[src/rtl/calc_arbiter.sv]
// Round-robin front end that shares one calculator between two requesters.
// It issues one operation at a time and returns a tagged, registered response.
module calc_arbiter #(
  parameter int COMB_WAIT      = 1,
  parameter int TIMEOUT_CYCLES = 32
) (
  input  logic        clk,
  input  logic        rst,
  input  logic [1:0]  REQ,
  input  logic [7:0]  A0,
  input  logic [7:0]  B0,
  input  logic [1:0]  OP0,
  input  logic [7:0]  A1,
  input  logic [7:0]  B1,
  input  logic [1:0]  OP1,
  output logic [1:0]  ACK,
  output logic        BUSY,
  output logic        RSP_VALID,
  output logic        RSP_ID,
  output logic [15:0] RSP_RESULT,
  output logic        RSP_DBZ,
  output logic        RSP_TIMEOUT,
  output logic [7:0]  CALC_A,
  output logic [7:0]  CALC_B,
  output logic [1:0]  CALC_OP,
  output logic        CALC_START,
  input  logic [15:0] CALC_RESULT,
  input  logic        CALC_DONE,
  input  logic        CALC_DBZ
);

  localparam int MAXC = (COMB_WAIT > TIMEOUT_CYCLES) ? COMB_WAIT : TIMEOUT_CYCLES;
  localparam int CW   = $clog2(MAXC + 1);

  typedef enum logic [2:0] {
    IDLE,
    ISSUE,
    COMB_WAIT_S,
    DIV_WAIT,
    RESPOND
  } state_t;

  state_t        state_q, state_d;
  logic          ptr_q, ptr_d;
  logic [CW-1:0] cnt_q, cnt_d;
  logic [1:0]    ack_q, ack_d;
  logic          busy_q, busy_d;
  logic          rspValid_q, rspValid_d;
  logic          rspId_q, rspId_d;
  logic [15:0]   rspResult_q, rspResult_d;
  logic          rspDbz_q, rspDbz_d;
  logic          rspTimeout_q, rspTimeout_d;
  logic [7:0]    calcA_q, calcA_d;
  logic [7:0]    calcB_q, calcB_d;
  logic [1:0]    calcOp_q, calcOp_d;
  logic          calcStart_q, calcStart_d;
  logic          winner;

  // Outputs are one cycle ahead of the state they describe, so ACK and
  // CALC_START are decided on the IDLE sample edge and appear during ISSUE.
  always_comb begin
    state_d      = state_q;
    ptr_d        = ptr_q;
    cnt_d        = cnt_q;
    ack_d        = 2'b00;
    rspValid_d   = 1'b0;
    rspId_d      = rspId_q;
    rspResult_d  = rspResult_q;
    rspDbz_d     = rspDbz_q;
    rspTimeout_d = rspTimeout_q;
    calcA_d      = calcA_q;
    calcB_d      = calcB_q;
    calcOp_d     = calcOp_q;
    calcStart_d  = 1'b0;
    winner       = ptr_q;

    unique case (state_q)
      IDLE: begin
        if (REQ != 2'b00) begin
          winner      = REQ[ptr_q] ? ptr_q : ~ptr_q;
          calcA_d     = winner ? A1 : A0;
          calcB_d     = winner ? B1 : B0;
          calcOp_d    = winner ? OP1 : OP0;
          rspId_d     = winner;
          ack_d       = winner ? 2'b10 : 2'b01;
          calcStart_d = ((winner ? OP1 : OP0) == 2'b11);
          state_d     = ISSUE;
        end
      end
      ISSUE: begin
        cnt_d   = '0;
        state_d = (calcOp_q == 2'b11) ? DIV_WAIT : COMB_WAIT_S;
      end
      COMB_WAIT_S: begin
        if (cnt_q == CW'(COMB_WAIT - 1)) begin
          rspResult_d  = CALC_RESULT;
          rspDbz_d     = 1'b0;
          rspTimeout_d = 1'b0;
          rspValid_d   = 1'b1;
          state_d      = RESPOND;
        end else begin
          cnt_d = cnt_q + CW'(1);
        end
      end
      DIV_WAIT: begin
        if (CALC_DONE) begin
          rspResult_d  = CALC_RESULT;
          rspDbz_d     = CALC_DBZ;
          rspTimeout_d = 1'b0;
          rspValid_d   = 1'b1;
          state_d      = RESPOND;
        end else if (cnt_q == CW'(TIMEOUT_CYCLES - 1)) begin
          rspResult_d  = 16'hFFFF;
          rspDbz_d     = 1'b0;
          rspTimeout_d = 1'b1;
          rspValid_d   = 1'b1;
          state_d      = RESPOND;
        end else begin
          cnt_d = cnt_q + CW'(1);
        end
      end
      RESPOND: begin
        ptr_d   = ~rspId_q;
        state_d = IDLE;
      end
      default: state_d = IDLE;
    endcase

    busy_d = (state_d != IDLE);
  end

  always_ff @(posedge clk) begin
    if (rst) begin
      state_q      <= IDLE;
      ptr_q        <= 1'b0;
      cnt_q        <= '0;
      ack_q        <= 2'b00;
      busy_q       <= 1'b0;
      rspValid_q   <= 1'b0;
      rspId_q      <= 1'b0;
      rspResult_q  <= 16'h0000;
      rspDbz_q     <= 1'b0;
      rspTimeout_q <= 1'b0;
      calcA_q      <= 8'h00;
      calcB_q      <= 8'h00;
      calcOp_q     <= 2'b00;
      calcStart_q  <= 1'b0;
    end else begin
      state_q      <= state_d;
      ptr_q        <= ptr_d;
      cnt_q        <= cnt_d;
      ack_q        <= ack_d;
      busy_q       <= busy_d;
      rspValid_q   <= rspValid_d;
      rspId_q      <= rspId_d;
      rspResult_q  <= rspResult_d;
      rspDbz_q     <= rspDbz_d;
      rspTimeout_q <= rspTimeout_d;
      calcA_q      <= calcA_d;
      calcB_q      <= calcB_d;
      calcOp_q     <= calcOp_d;
      calcStart_q  <= calcStart_d;
    end
  end

  assign ACK         = ack_q;
  assign BUSY        = busy_q;
  assign RSP_VALID   = rspValid_q;
  assign RSP_ID      = rspId_q;
  assign RSP_RESULT  = rspResult_q;
  assign RSP_DBZ     = rspDbz_q;
  assign RSP_TIMEOUT = rspTimeout_q;
  assign CALC_A      = calcA_q;
  assign CALC_B      = calcB_q;
  assign CALC_OP     = calcOp_q;
  assign CALC_START  = calcStart_q;

endmodule

[config.mk]
export PLATFORM = sky130hd
export DESIGN_NAME = calc_arbiter
export DESIGN_NICKNAME = d
export VERILOG_FILES = /design/src/rtl/calc_arbiter.sv
export SDC_FILE = /design/constraint.sdc
export NUM_CORES = 1
export LEC_CHECK = 0
export CAP_MARGIN = 0
export CELL_PAD_IN_SITES_DETAIL_PLACEMENT = 1
export CELL_PAD_IN_SITES_GLOBAL_PLACEMENT = 1
export CORE_MARGIN = 2
export CORE_UTILIZATION = 31
export DETAILED_ROUTE_END_ITERATION = 8
export PLACE_DENSITY = 0.84
export SKIP_LAST_GASP = 1
export SYNTH_ARGS = -nofsm -noshare
export SYNTH_HDL_FRONTEND = slang
export SYNTH_SLANG_ARGS = --single-unit
[constraint.sdc]
create_clock -name clk -period 1.86 [get_ports clk]
set_input_delay 0.186 -clock clk [delete_from_list [all_inputs] [get_ports clk]]
set_output_delay 0.186 -clock clk [all_outputs]
set_load 0.1 [all_outputs]
==> results.toml, run 1 <==
[global_route]
grt_pass1_wl_um = 10200
grt_max_degree = 31
grt_overflow = 0
grt_pass1_vias = 2088
grt_usage = 0.153
antenna_found_initial = 0

[timing]
finClkSkew_ns = 0.0164
fin_crit_ns = 1.75
setup_viol = 0
tightest_slew_ns = 0.478
post-route-period-util = 0.939
finalHoldViolations = 0
rsz0062_at_grt = "false"
tns_ns = 0
max_freq_ghz = 0.573
maxSlewHeadroom = 0.681
drv_slew = 0

[yosys]
netlist_area_um2 = 2280
synth_edf_count = 0
synth_top_area_frac = 0.457
synth.area.top_cells = "dfxtp_1 46%, mux2i_1 8.3%, o2bb2ai_1 6.9%"
ys_ff_latch = 52
synth_warnings = 0
syn_nets = 265
yosys.area.top_type = "dfxtp_1"
ys_types = 54
syn-instance-count = 205
synthArstFlopShare = 0
synthFlopType = "dfxtp_1"
syn-mean-instance-area_um2 = 11.1
seq_area_frac_synth = 0.457

[worst_setup_path]
cp.arrival_ns = 1.97
timing.rr.end = "BUSY"
crit_end = "BUSY"
critPathLaunch = "cnt_q[0]"
ff2ff_setup_slack_ns = 0.11
path_buf_inv = 1
cp_slowest_cell = "dfxtp_2"
crit_chain = "ha_1, and3_2, a31o_1, a21oi_4, inv_1, a311oi_1"
critPathMaxFanout = 8
critPathKind = "reg2reg"
crit_required_ns = 2.08
critPathCaptureType = "flip-flop"
rr_startpoint = "cnt_q[0]"
crit_path_max_incr_delay_ns = 0.35
start_kind = "flip-flop"
critPathTopFamily = "compound AO/OA/AOI/OAI gates"
worst-path-stages = 6
reg2reg_depth = 6

[detailed_routing]
drcViolationCount = 0
drt_first_pass_iters = 4
wl_met1_um = 2440
vias_per_cell = 4.86
vias = 1992
topRoutingLayerUsed = "met4"
met2_length_um = 3070
ant_nets = 0
wl_met3_um = 479
post_drt_wl_per_cell_um = 14.8
routed_wl_um = 6050
drt_iter0_markers = 35

[floorplanning]
die_x_um = 89.8
io_pins = 100
fp.dieH_um = 89.8
die_area_um2 = 8060
rows = 31
initial_core_util = 0.318
core_area_um2 = 7180

[final_layout]
drive_gt1_frac = 0.322
syn2layout_area_growth_pct = 50.2
final_util = 0.477
multi_input_area_um2 = 1130
ff_latch_area_um2 = 1040
final_common_cell = "clkdlybuf4s50_1"
fill_cells = 780
antenna_cells = 0
final_nets = 370
final_cell_mix = "57 x clkdlybuf4s50_1, 50 x dfxtp_1, 50 x buf_4, 18 x mux2i_1, 18 x o2bb2ai_1"

[pwr]
p_comb_frac = 0.426
p_per_area_nw_per_um2 = 1010
swShare = 0.438
ir_drop_mv = 0.493
leakage_nw = 1.37
p_int_mw = 1.94
pwr-share-clk = 0.195
seqPwrFrac = 0.378
power_switching_mw = 1.52

[placement]
io_buffers = 99
gp_congestion = 0.761
dp_hpwl_um = 4690

[cts]
clk_pin_slew_ns = 0.10
tritoncts = "yes"
post_cts_buffers = 0
h-tree-depth = 2
root_buffer = "clkbuf_8"
clk_latency_ns = 0.32
clock-sinks = 52
cts_buffers = 5
cts_buffer_depth = 2

[outcome]
status = "completed"

[hold_path]
hp-class = "reg2reg"
min-delay-start = "RSP_DBZ"

[job]
max-cap-violations = 0
==> routing by layer <==
metal / global-route usage / vias to the layer above
met5: 0 / -
met4: 0.0474 / 0
met3: 0.0536 / 5
met2: 0.275 / 73
met1: 0.170 / 943
li1: - / 971
==> cells by family after synthesis <==
logic type                 after synthesis  synth area share
buffers and inverters                   18            0.0538
and+or+nand+nor                         53             0.147
muxes                                   19            0.0834
DFF                                     52             0.457
AOI/OAI and AO/OA                       59             0.240
xor gates and xnor gates                 2           0.00769
adders and majority gates                2            0.0110
==> metrics by stage <==
| stage | power, mW | hold WS, ns | setup WS, ns | cell area (um2) | instances |
|---|---|---|---|---|---|
| 3_5_place_dp | 2.81 | 0.449 | 0.00283 | 3320 | 402 |
| 6_report | 3.46 | 0.457 | 0.114 | 3420 | 410 |
| 3_3_place_gp | 2.79 | 0.443 | 0.0763 | 3320 | 402 |
| 2_1_floorplan | 2.41 | 0.322 | 0.166 | 2280 | 205 |
| 5_1_grt | 3.61 | 0.466 | 0.000818 | 3420 | 410 |
| 4_1_cts | 3.50 | 0.456 | 0.0776 | 3420 | 410 |
==> worst min path at each step <==
| stage | cells past startpoint | slack, ns | to |
|---|---|---|---|
| final | 2 | 0.46 | RSP_DBZ |
| after global routing | 3 | 0.47 | RSP_RESULT[15] |
| after CTS | 3 | 0.46 | RSP_RESULT[0] |
| after detailed placement | 2 | 0.45 | RSP_DBZ |
| after global placement | 2 | 0.44 | RSP_DBZ |
| after floorplan | 2 | 0.32 | RSP_RESULT[0] |
==> power by group through the flow <==
stage               logic, mW  registers (mW)  clock network, mW
floorplan               0.372            2.04                  0
global placement         1.46            1.33                  0
detailed placement       1.48            1.33                  0
CTS                      1.49            1.31              0.702
global route             1.54            1.32              0.745
finish                   1.48            1.31              0.676
==> flip-flops by register name (all words and copies together) (netlist names), 2 cells and up <==
register / count
ACK: 2
CALC_A: 8
CALC_B: 8
CALC_OP: 2
RSP_RESULT: 16
cnt_q: 6
state_q: 3
==> worst reg2reg max path, stage by stage (launching register included) <==
cell and delay, ns:
dfxtp_2 0.35, ha_1 0.23, and3_2 0.23, a31o_1 0.25
a21oi_4 0.28, inv_1 0.11, a311oi_1 0.21
==> cells in the mapped netlist, types with 2 or more instances <==
library cell	instances
nor3_1	6
nand2_1	4
o2bb2ai_1	18
nor3_2	2
and3_1	2
a31o_1	3
ha_1	2
dfxtp_1	52
xnor2_1	2
a311oi_1	3
nor2_2	11
clkbuf_1	3
o22ai_1	6
inv_1	6
o22ai_2	10
buf_2	4
a21oi_1	5
nor2_1	12
mux2i_1	19
==> final cells by class <==
cell class,instances,area share
multi-input cells,135,0.331
flip-flops and latches,52,0.305
repair buffers,110,0.294
well taps,99,0.0362
clock buffers,5,0.0201
clock inverters,3,0.00767
inverters,6,0.00658
==> timing repair <==
item,CTS,global route
gates resized for setup,0,3
hold buffers,0,0
endpoints found under the setup margin,0,22
Note: power is estimated with default switching activity, not from simulation.
==> inputs of run 2 (changes only) <==
CORE_UTILIZATION = 34   (was 31)
PLACE_DENSITY = 0.91   (was 0.84)
clock period = 2.2 ns   (was 1.86 ns; I/O delays follow)
==> run 2 against run 1 <==
The flow now finishes with violations (design-rule violations). Maximum frequency is 6.6% lower. Register-to-register slack improved by 0.22 ns. Non-clock buffer count shrank 5. Clock-buffer cell count is 1 higher. Final cell count is 6.6% lower. Worst hold slack improved by 0.015 ns. Highest routed layer unchanged.
==> results.toml, run 2 (synthesis gave the netlist of run 1 again) <==
[pwr]
ir_drop_mv = 0.448
p_per_area_nw_per_um2 = 904
leakage_nw = 1.34

[cts]
cts_hold_buf = 0
tritoncts = "yes"
clock-sinks = 52
cts_buffer_depth = 2
post_cts_buffers = 0
clk_pin_slew_ns = 0.10
cts_buffers = 5
cts-resized-gates = 0
root_buffer = "clkbuf_8"
h-tree-depth = 2
clk_latency_ns = 0.30

[timing]
rsz0062_at_grt = "false"
max_freq_ghz = 0.535
tightest_slew_ns = 0.763
drv_slew = 0
tns_ns = 0
maxSlewHeadroom = 0.491
fin_crit_ns = 1.87
finClkSkew_ns = 0.00734
setup_viol = 0
post-route-period-util = 0.850
finalHoldViolations = 0
setup_ws_ns = 0.330

[final_layout]
antenna_cells = 0
fill_cells = 729
ff_latch_area_um2 = 1040
final_cell_mix = "57 x clkdlybuf4s50_1, 52 x dfxtp_1, 48 x buf_4, 18 x mux2i_1, 18 x o2bb2ai_1"
largest_register_ffs = 16
final_nets = 365
final_common_cell = "clkdlybuf4s50_1"
multi_input_area_um2 = 1130
syn2layout_area_growth_pct = 46.5
drive_gt1_frac = 0.304

[worst_setup_path]
start_kind = "flip-flop"
ff2ff_setup_slack_ns = 0.33
cp_slowest_cell = "dfxtp_1"
cp.arrival_ns = 2.08
critPathMaxFanout = 8
path_buf_inv = 1
critPathKind = "reg2reg"
critPathTopFamily = "compound AO/OA/AOI/OAI gates"
critPathCaptureType = "flip-flop"
crit_path_max_incr_delay_ns = 0.36
crit_required_ns = 2.41
crit_chain = "ha_1, and3_2, a31o_1, a21oi_4, inv_1, a311oi_1"

[detailed_routing]
drt_first_pass_iters = 9
vias_per_cell = 5.18
drt_iter0_markers = 61
vias = 1983
ant_nets = 0
post_drt_wl_per_cell_um = 15.9
drcViolationCount = 4
routed_wl_um = 6090

[hold_path]
hp-class = "reg2reg"

[global_route]
grt_max_degree = 31
grt_usage = 0.165
antenna_found_initial = 0
grt_pass1_wl_um = 9840
grt_overflow = 0
grt_pass1_vias = 2114

[floorplanning]
initial_core_util = 0.355
fp.dieH_um = 85.9
die_area_um2 = 7380
io_pins = 100
core_area_um2 = 6420
die_x_um = 85.9
rows = 29

[placement]
dp_hpwl_um = 4650
gp_congestion = 0.784
io_buffers = 99
dp_slack_ns = 0.258

[outcome]
status = "finished with violations"
violations = "design-rule violations"

[job]
max-cap-violations = 0
-- run 2: cell types whose count changed in the layout (fill, tap and decap cells not counted), moves of 2 or more --
cell / before / now
buf_12: 3 / 0
buf_4: 50 / 48
dfxtp_1: 50 / 52
dfxtp_2: 2 / 0
-- run 2: metal layers --
metal,GRT usage,vias to the layer above,wire (um)
met2,0.302,75,3040
met3,0.0558,7,514
met1,0.181,941,2460
met4,0.0433,0,76
li1,-,960,-
met5,0,-,0
-- run 2: area by class of cell --
type | count | share of cell area
tap | 77 | 0.0288
clock buffer | 6 | 0.0247
timing repair buffer | 105 | 0.279
multi-input combinational | 135 | 0.338
sequential | 52 | 0.312
clock inverter | 2 | 0.0116
inverter | 6 | 0.00674
-- run 2: worst paths after layout --
path | from | end | cells past startpoint
max | cnt_q[0] | BUSY | 6
min | RSP_DBZ | RSP_DBZ | 2
max reg2reg | cnt_q[0] | BUSY | 6
min reg2reg | RSP_DBZ | RSP_DBZ | 2
-- run 2: stage by stage --
step	instance area (um2)	power (mW)	cells	hold WS [ns]	utilization
2_1_floorplan	2280	2.04	205	0.356	-
3_3_place_gp	3220	2.33	375	0.446	0.501
3_5_place_dp	3220	2.35	375	0.452	0.501
4_1_cts	3340	3.05	383	0.475	0.520
5_1_grt	3340	3.14	383	0.490	0.520
6_report	3340	3.02	383	0.472	0.520
-- run 2: where the power goes --
part / switching, mW / internal (mW)
sequential: 0.0728 / 1.04
clock: 0.324 / 0.373
combinational: 0.866 / 0.348
total: 1.26 / 1.76
-- run 2: tightest hold or removal path, stage by stage, from the launching register on --
cell	delay (ns)
dfxtp_1	0.33
nand2_1	0.05
a21oi_1	0.05
